===== src/rtl/spi_slave.sv =====
// SPI slave (modes 0-3) that oversamples sck/mosi/ssn in the clk domain.
// Optional macro SPI_SLAVE_LSB_FIRST_EN: shift LSB first on miso and mosi.
module spi_slave (
  input  logic       clk,
  input  logic       rst,
  input  logic [7:0] spcon,
  input  logic [7:0] data_s,
  output logic [7:0] data_r_s,
  output logic       rx_valid,
  output logic       busy,
  input  logic       sck,
  input  logic       mosi,
  input  logic       ssn,
  output logic       miso
);
  typedef enum logic {IDLE = 1'b0, ACTIVE = 1'b1} state_t;
  state_t state_reg, state_next;

  logic [2:0] sck_sync, mosi_sync;
  logic [1:0] ssn_sync;
  logic       cpol_reg, cpha_reg;
  logic       lead_reg, trail_reg;
  logic [7:0] tx_shift, rx_shift;
  logic [2:0] bit_cnt;
  logic       miso_reg;

  logic       sck_toggle, lead_edge, trail_edge;
  logic       entering, staying, sample_now, shift_now;
  logic [7:0] rx_byte, load_rest, tx_rest;
  logic       load_bit, tx_bit;
  logic       spcon_unused;

  assign spcon_unused = ^spcon[7:3];

  always_ff @(posedge clk or posedge rst) begin
    if (rst) begin
      sck_sync  <= 3'b000;
      mosi_sync <= 3'b000;
      ssn_sync  <= 2'b11;
    end else begin
      sck_sync  <= {sck_sync[1:0], sck};
      mosi_sync <= {mosi_sync[1:0], mosi};
      ssn_sync  <= {ssn_sync[0], ssn};
    end
  end

  // Edge polarity is judged against the CPOL latched at select time.
  assign sck_toggle = sck_sync[1] ^ sck_sync[2];
  assign lead_edge  = sck_toggle && (sck_sync[2] == cpol_reg);
  assign trail_edge = sck_toggle && (sck_sync[1] == cpol_reg);

`ifdef SPI_SLAVE_LSB_FIRST_EN
  assign rx_byte   = {mosi_sync[2], rx_shift[7:1]};
  assign load_bit  = data_s[0];
  assign load_rest = {1'b0, data_s[7:1]};
  assign tx_bit    = tx_shift[0];
  assign tx_rest   = {1'b0, tx_shift[7:1]};
`else
  assign rx_byte   = {rx_shift[6:0], mosi_sync[2]};
  assign load_bit  = data_s[7];
  assign load_rest = {data_s[6:0], 1'b0};
  assign tx_bit    = tx_shift[7];
  assign tx_rest   = {tx_shift[6:0], 1'b0};
`endif

  always_ff @(posedge clk or posedge rst) begin
    if (rst) state_reg <= IDLE;
    else     state_reg <= state_next;
  end

  always_comb begin
    state_next = state_reg;
    entering   = 1'b0;
    staying    = 1'b0;
    sample_now = 1'b0;
    shift_now  = 1'b0;
    case (state_reg)
      IDLE: begin
        if (!ssn_sync[1] && spcon[0]) begin
          state_next = ACTIVE;
          entering   = 1'b1;
        end
      end
      ACTIVE: begin
        if (ssn_sync[1] || !spcon[0]) begin
          state_next = IDLE;
        end else begin
          staying    = 1'b1;
          sample_now = cpha_reg ? trail_reg : lead_reg;
          shift_now  = cpha_reg ? lead_reg : trail_reg;
        end
      end
      default: state_next = IDLE;
    endcase
  end

  always_ff @(posedge clk or posedge rst) begin
    if (rst) begin
      cpol_reg  <= 1'b0;
      cpha_reg  <= 1'b0;
      lead_reg  <= 1'b0;
      trail_reg <= 1'b0;
      tx_shift  <= 8'h00;
      rx_shift  <= 8'h00;
      bit_cnt   <= 3'd0;
      miso_reg  <= 1'b0;
      data_r_s  <= 8'h00;
      rx_valid  <= 1'b0;
    end else begin
      rx_valid  <= 1'b0;
      lead_reg  <= staying && lead_edge;
      trail_reg <= staying && trail_edge;
      if (entering) begin
        cpol_reg <= spcon[2];
        cpha_reg <= spcon[1];
        bit_cnt  <= 3'd0;
        rx_shift <= 8'h00;
        // CPHA=0 must drive the first bit before any sck edge arrives.
        if (spcon[1]) begin
          tx_shift <= data_s;
          miso_reg <= 1'b0;
        end else begin
          tx_shift <= load_rest;
          miso_reg <= load_bit;
        end
      end else if (!staying) begin
        tx_shift <= 8'h00;
        rx_shift <= 8'h00;
        bit_cnt  <= 3'd0;
        miso_reg <= 1'b0;
      end else begin
        if (sample_now) begin
          bit_cnt  <= bit_cnt + 3'd1;
          rx_shift <= rx_byte;
          if (bit_cnt == 3'd7) begin
            data_r_s <= rx_byte;
            rx_valid <= 1'b1;
            tx_shift <= data_s;
          end
        end
        if (shift_now) begin
          miso_reg <= tx_bit;
          tx_shift <= tx_rest;
        end
      end
    end
  end

  assign busy = (state_reg == ACTIVE);
  assign miso = miso_reg;

endmodule


===== config.mk =====
export PLATFORM = sky130hd
export DESIGN_NAME = spi_slave
export DESIGN_NICKNAME = d
export VERILOG_FILES = /design/src/rtl/spi_slave.sv
export SDC_FILE = /design/constraint.sdc
export NUM_CORES = 1
export LEC_CHECK = 0
export CAP_MARGIN = 5
export CORE_AREA = 5 5 70 97
export DETAILED_ROUTE_END_ITERATION = 10
export DIE_AREA = 0 0 75 102
export GPL_TIMING_DRIVEN = 0
export PLACE_DENSITY = 0.53
export SYNTH_ARGS = -nofsm -noshare
export SYNTH_HDL_FRONTEND = slang
export SYNTH_SLANG_ARGS = --single-unit

===== constraint.sdc =====
create_clock -name clk -period 3.4 [get_ports clk]
set_input_delay 1.02 -clock clk [delete_from_list [all_inputs] [get_ports clk]]
set_output_delay 1.02 -clock clk [all_outputs]
set_load 0.03 [all_outputs]

==> impl_summary.md <==
Finish
The fraction of layout instances using a drive strength above 1 is 0.166. In the final layout, the registers with the most flip-flops are data_r_s: 8 flops, tx_shift: 8 flops, rx_shift: 7 flops. The filler cell count in the final layout is just under 600. For this run, the share of the core covered by cells in the final layout is 0.367. The total area of sequential cells is 1030 um^2. The area used by multi-input combinational logic is ~610 um^2. The number of nets in the layout is roughly 200. The antenna diode instance count is 0. With fillers left out, the area of the finished cells amounts to 2130 um^2.

The area overhead of the layout relative to synthesis is 27.8%.

Die
Measured along the x axis, the die boundary spans about 75 um. The floorplan has 33 rows. The initial core utilization is 0.287. The die span in y is between 100 and 150 um. The core region is 5820 um^2. The die footprint is roughly 7700 um^2. The I/O pin count is 32.

Route
The post-detailed-route DRC marker count is 0. The routed wirelength normalized by instance count is ~14 um. The final layout contains routed wiring with a total length of ~3300 um.

The first detailed-routing pass ran for 4 iterations. Once detail routing completed, the nets flagged for antenna violations numbered 0. The via count of the routed design is about 1,200.

After detailed routing, the number of vias per cell comes to roughly 5.0. The DRC violation total after the first TritonRoute iteration is between 50 and 60.

Synth
The area share of the largest cell type after synthesis is 0.584. Each instance of the synthesized netlist takes up on average approximately 12 um^2. Synthesis inferred about 40 register bits. The number of cells produced by synthesis is ~140. The synthesized netlist occupies a cell area of about 1700 um^2. Yosys attributes the largest share of cell area to sky130_fd_sc_hd__dfrtp_1, sky130_fd_sc_hd__mux2_2, sky130_fd_sc_hd__a21oi_1.

After synthesis, the netlist uses 27 different library cells. The Yosys step of the flow raised 0 warnings. The cell type contributing the most total cell area after synthesis is sky130_fd_sc_hd__dfrtp_1. The sequential-to-total area share from yosys stat is 0.616. The net count after synthesis is 164.

Timing
The post-route fraction of the period consumed by the critical path is 0.735. Setup total negative slack on the finished layout was measured at 0 ns. For the pin with the worst max-slew slack, the measured transition is roughly 0.85 ns. The number of hold violations in the final report is 0. Setup repair after global routing left no endpoint under its margin. Setup violations remaining at the end of the flow were counted as 0. The max-slew violation count is 0. Static timing analysis puts the maximum clock frequency at approximately 0.40 GHz. After layout, the minimum clock period comes to between 2 and 2.5 ns.

The clock skew after layout is between 0.006 and 0.007 ns. Headroom to the max-slew limit came out at 0.435.

Clocking
The root cell of the clock tree is sky130_fd_sc_hd__clkbuf_8. The number of sinks on the clock net is 41. Gates resized during post-CTS repair numbered 0. The total clock buffers created by CTS is 5.

The clock passes through at most 2 buffers. The number of hold buffers added after CTS is 0. Buffers added to address setup during post-CTS repair amount to 0. At the later pin of the worst-skew pair, clock insertion delay measures just under 0.3 ns. After clock tree synthesis, the clock-pin slew on the worst setup and hold paths is 0.08 ns.

The maximum level of the CTS H-tree is 2. TritonCTS built the clock tree.

Place
The total of buffers placed on input and output ports is 26. The congestion estimate from routability-driven global placement came to roughly 0.8. The sum of net half-perimeters after detailed placement is 2380 um. After detailed placement, the total cell area comes to about 2000 um^2.

Critical path
STA classifies the critical path startpoint as a primary input. The category of the most critical setup path is primary input to flip-flop. The critical path data required time is approximately 3.6 ns.

Data arrives at the worst endpoint at 2.71 ns. STA classifies the critical path endpoint as a flip-flop. In this run the worst path has a maximum fanout of 7.

GRT
Global routing finished with a remaining overflow of 0. The total global-route track usage is 0.0987. The initial antenna violation count is 0.

The first global-routing pass estimated slightly below 6000 um of wire. The pin count of the biggest net entering global routing is 42. The number of global-route vias before repair was 1,349.

Job
The tool flagged a number of max-cap violations equal to 0.

Power
In this run the static leakage power is between 0.9 and 1 nW. VDD sags by at most slightly above 0.3 mV. The power density of the placed cells is between 400 and 500 nW/um^2.

Min path
The class of the most critical hold timing path is flip-flop to flip-flop.

Run status
The run finished with clean final reports.
-- kinds of logic after synthesis --
| kind of cell | count (synthesis) | share of synthesized area |
|---|---|---|
| adders and majority gates | 2 | 0.0150 |
| and+or+nand+nor | 46 | 0.134 |
| DFF | 41 | 0.616 |
| buffers and inverters | 7 | 0.0180 |
| AOI/OAI and AO/OA | 30 | 0.120 |
| muxes | 14 | 0.0921 |
| xor gates and xnor gates | 1 | 0.00524 |
-- worst max-delay path, stage by stage --
cell and delay [ns]:
sky130_fd_sc_hd__clkdlybuf4s50_1 0.54, sky130_fd_sc_hd__nand2b_1 0.16, sky130_fd_sc_hd__nor3_1 0.59, sky130_fd_sc_hd__a222oi_1 0.20, sky130_fd_sc_hd__a21oi_1 0.20
-- worst paths after layout --
path / from / endpoint / slack, ns / cells after the start
worst min register to register: mosi_sync[0] / mosi_sync[1] / 0.35 / 0
worst min-delay path: mosi_sync[0] / mosi_sync[1] / 0.35 / 0
worst max register to register: bit_cnt[0] / tx_shift[1] / 1.61 / 7
max in group asynchronous: rst / rx_shift[5] / 1.65 / 2
worst max-delay path: spcon[0] / tx_shift[6] / 0.90 / 5
min in group asynchronous: rst / data_r_s[2] / 1.22 / 2
-- layout by cell type (no fill, tap or decap), types with 2 or more instances in the layout --
| master | instances |
|---|---|
| sky130_fd_sc_hd__a21oi_1 | 18 |
| sky130_fd_sc_hd__nand3b_1 | 2 |
| sky130_fd_sc_hd__dfstp_2 | 2 |
| sky130_fd_sc_hd__clkdlybuf4s50_1 | 26 |
| sky130_fd_sc_hd__inv_1 | 2 |
| sky130_fd_sc_hd__mux2i_1 | 3 |
| sky130_fd_sc_hd__o21ai_0 | 2 |
| sky130_fd_sc_hd__mux2_2 | 11 |
| sky130_fd_sc_hd__nand2_1 | 20 |
| sky130_fd_sc_hd__nor2_1 | 15 |
| sky130_fd_sc_hd__clkbuf_8 | 6 |
| sky130_fd_sc_hd__a222oi_1 | 7 |
| sky130_fd_sc_hd__dfrtp_1 | 39 |
| sky130_fd_sc_hd__clkbuf_1 | 2 |
| sky130_fd_sc_hd__ha_1 | 2 |
| sky130_fd_sc_hd__buf_2 | 3 |
-- layout make-up --
type	instances	share of cell area
timing repair buffer	26	0.122
sequential	41	0.482
clock buffer	7	0.0404
buffer	4	0.00879
multi-input combinational	93	0.287
tap	70	0.0410
clock inverter	1	0.0141
inverter	3	0.00528
-- synth_stat cells --
master,number
sky130_fd_sc_hd__a22oi_1,1
sky130_fd_sc_hd__a222oi_1,7
sky130_fd_sc_hd__dfstp_2,2
sky130_fd_sc_hd__clkbuf_1,1
sky130_fd_sc_hd__inv_1,3
sky130_fd_sc_hd__nor4bb_1,1
sky130_fd_sc_hd__nor2b_1,1
sky130_fd_sc_hd__buf_2,3
sky130_fd_sc_hd__nor3_1,1
sky130_fd_sc_hd__mux2_2,11
sky130_fd_sc_hd__xnor2_1,1
sky130_fd_sc_hd__and3b_4,1
sky130_fd_sc_hd__ha_1,2
sky130_fd_sc_hd__nand3_2,1
sky130_fd_sc_hd__nor2_1,15
sky130_fd_sc_hd__nand2_1,20
sky130_fd_sc_hd__nand3b_1,2
sky130_fd_sc_hd__nand4bb_1,1
sky130_fd_sc_hd__or3b_2,1
sky130_fd_sc_hd__nand2b_1,1
sky130_fd_sc_hd__mux2i_1,3
sky130_fd_sc_hd__a22oi_2,1
sky130_fd_sc_hd__nor3b_1,1
sky130_fd_sc_hd__a21bo_2,1
sky130_fd_sc_hd__a21oi_1,18
sky130_fd_sc_hd__dfrtp_1,39
sky130_fd_sc_hd__o21ai_0,2
-- metrics by stage --
step	power, mW	cells	worst slack (ns)	hold slack, ns
2_1_floorplan	0.569	141	1.42	0.331
3_3_place_gp	0.599	237	0.621	0.333
3_5_place_dp	0.603	237	0.606	0.337
4_1_cts	1.01	245	0.912	0.354
5_1_grt	1.04	245	0.741	0.361
6_report	0.997	245	0.902	0.351
-- report_power, final --
group / internal [mW] / switching [mW]
logic: 0.0373 / 0.0357
clock network: 0.239 / 0.164
registers: 0.506 / 0.0143
total: 0.783 / 0.214
-- per-layer routing --
| layer | share of wire | vias to the layer above | wire (um) | GRT usage |
|---|---|---|---|---|
| met1 | 0.41 | 603 | 1350 | 0.102 |
| li1 | - | 570 | - | - |
| met3 | 0.046 | 8 | 151 | 0.0276 |
| met4 | 0.024 | 0 | 80 | 0.0521 |
| met2 | 0.52 | 36 | 1730 | 0.176 |
| met5 | 0 | - | 0 | 0 |
No activity file was read; power rests on OpenSTA's default activity.
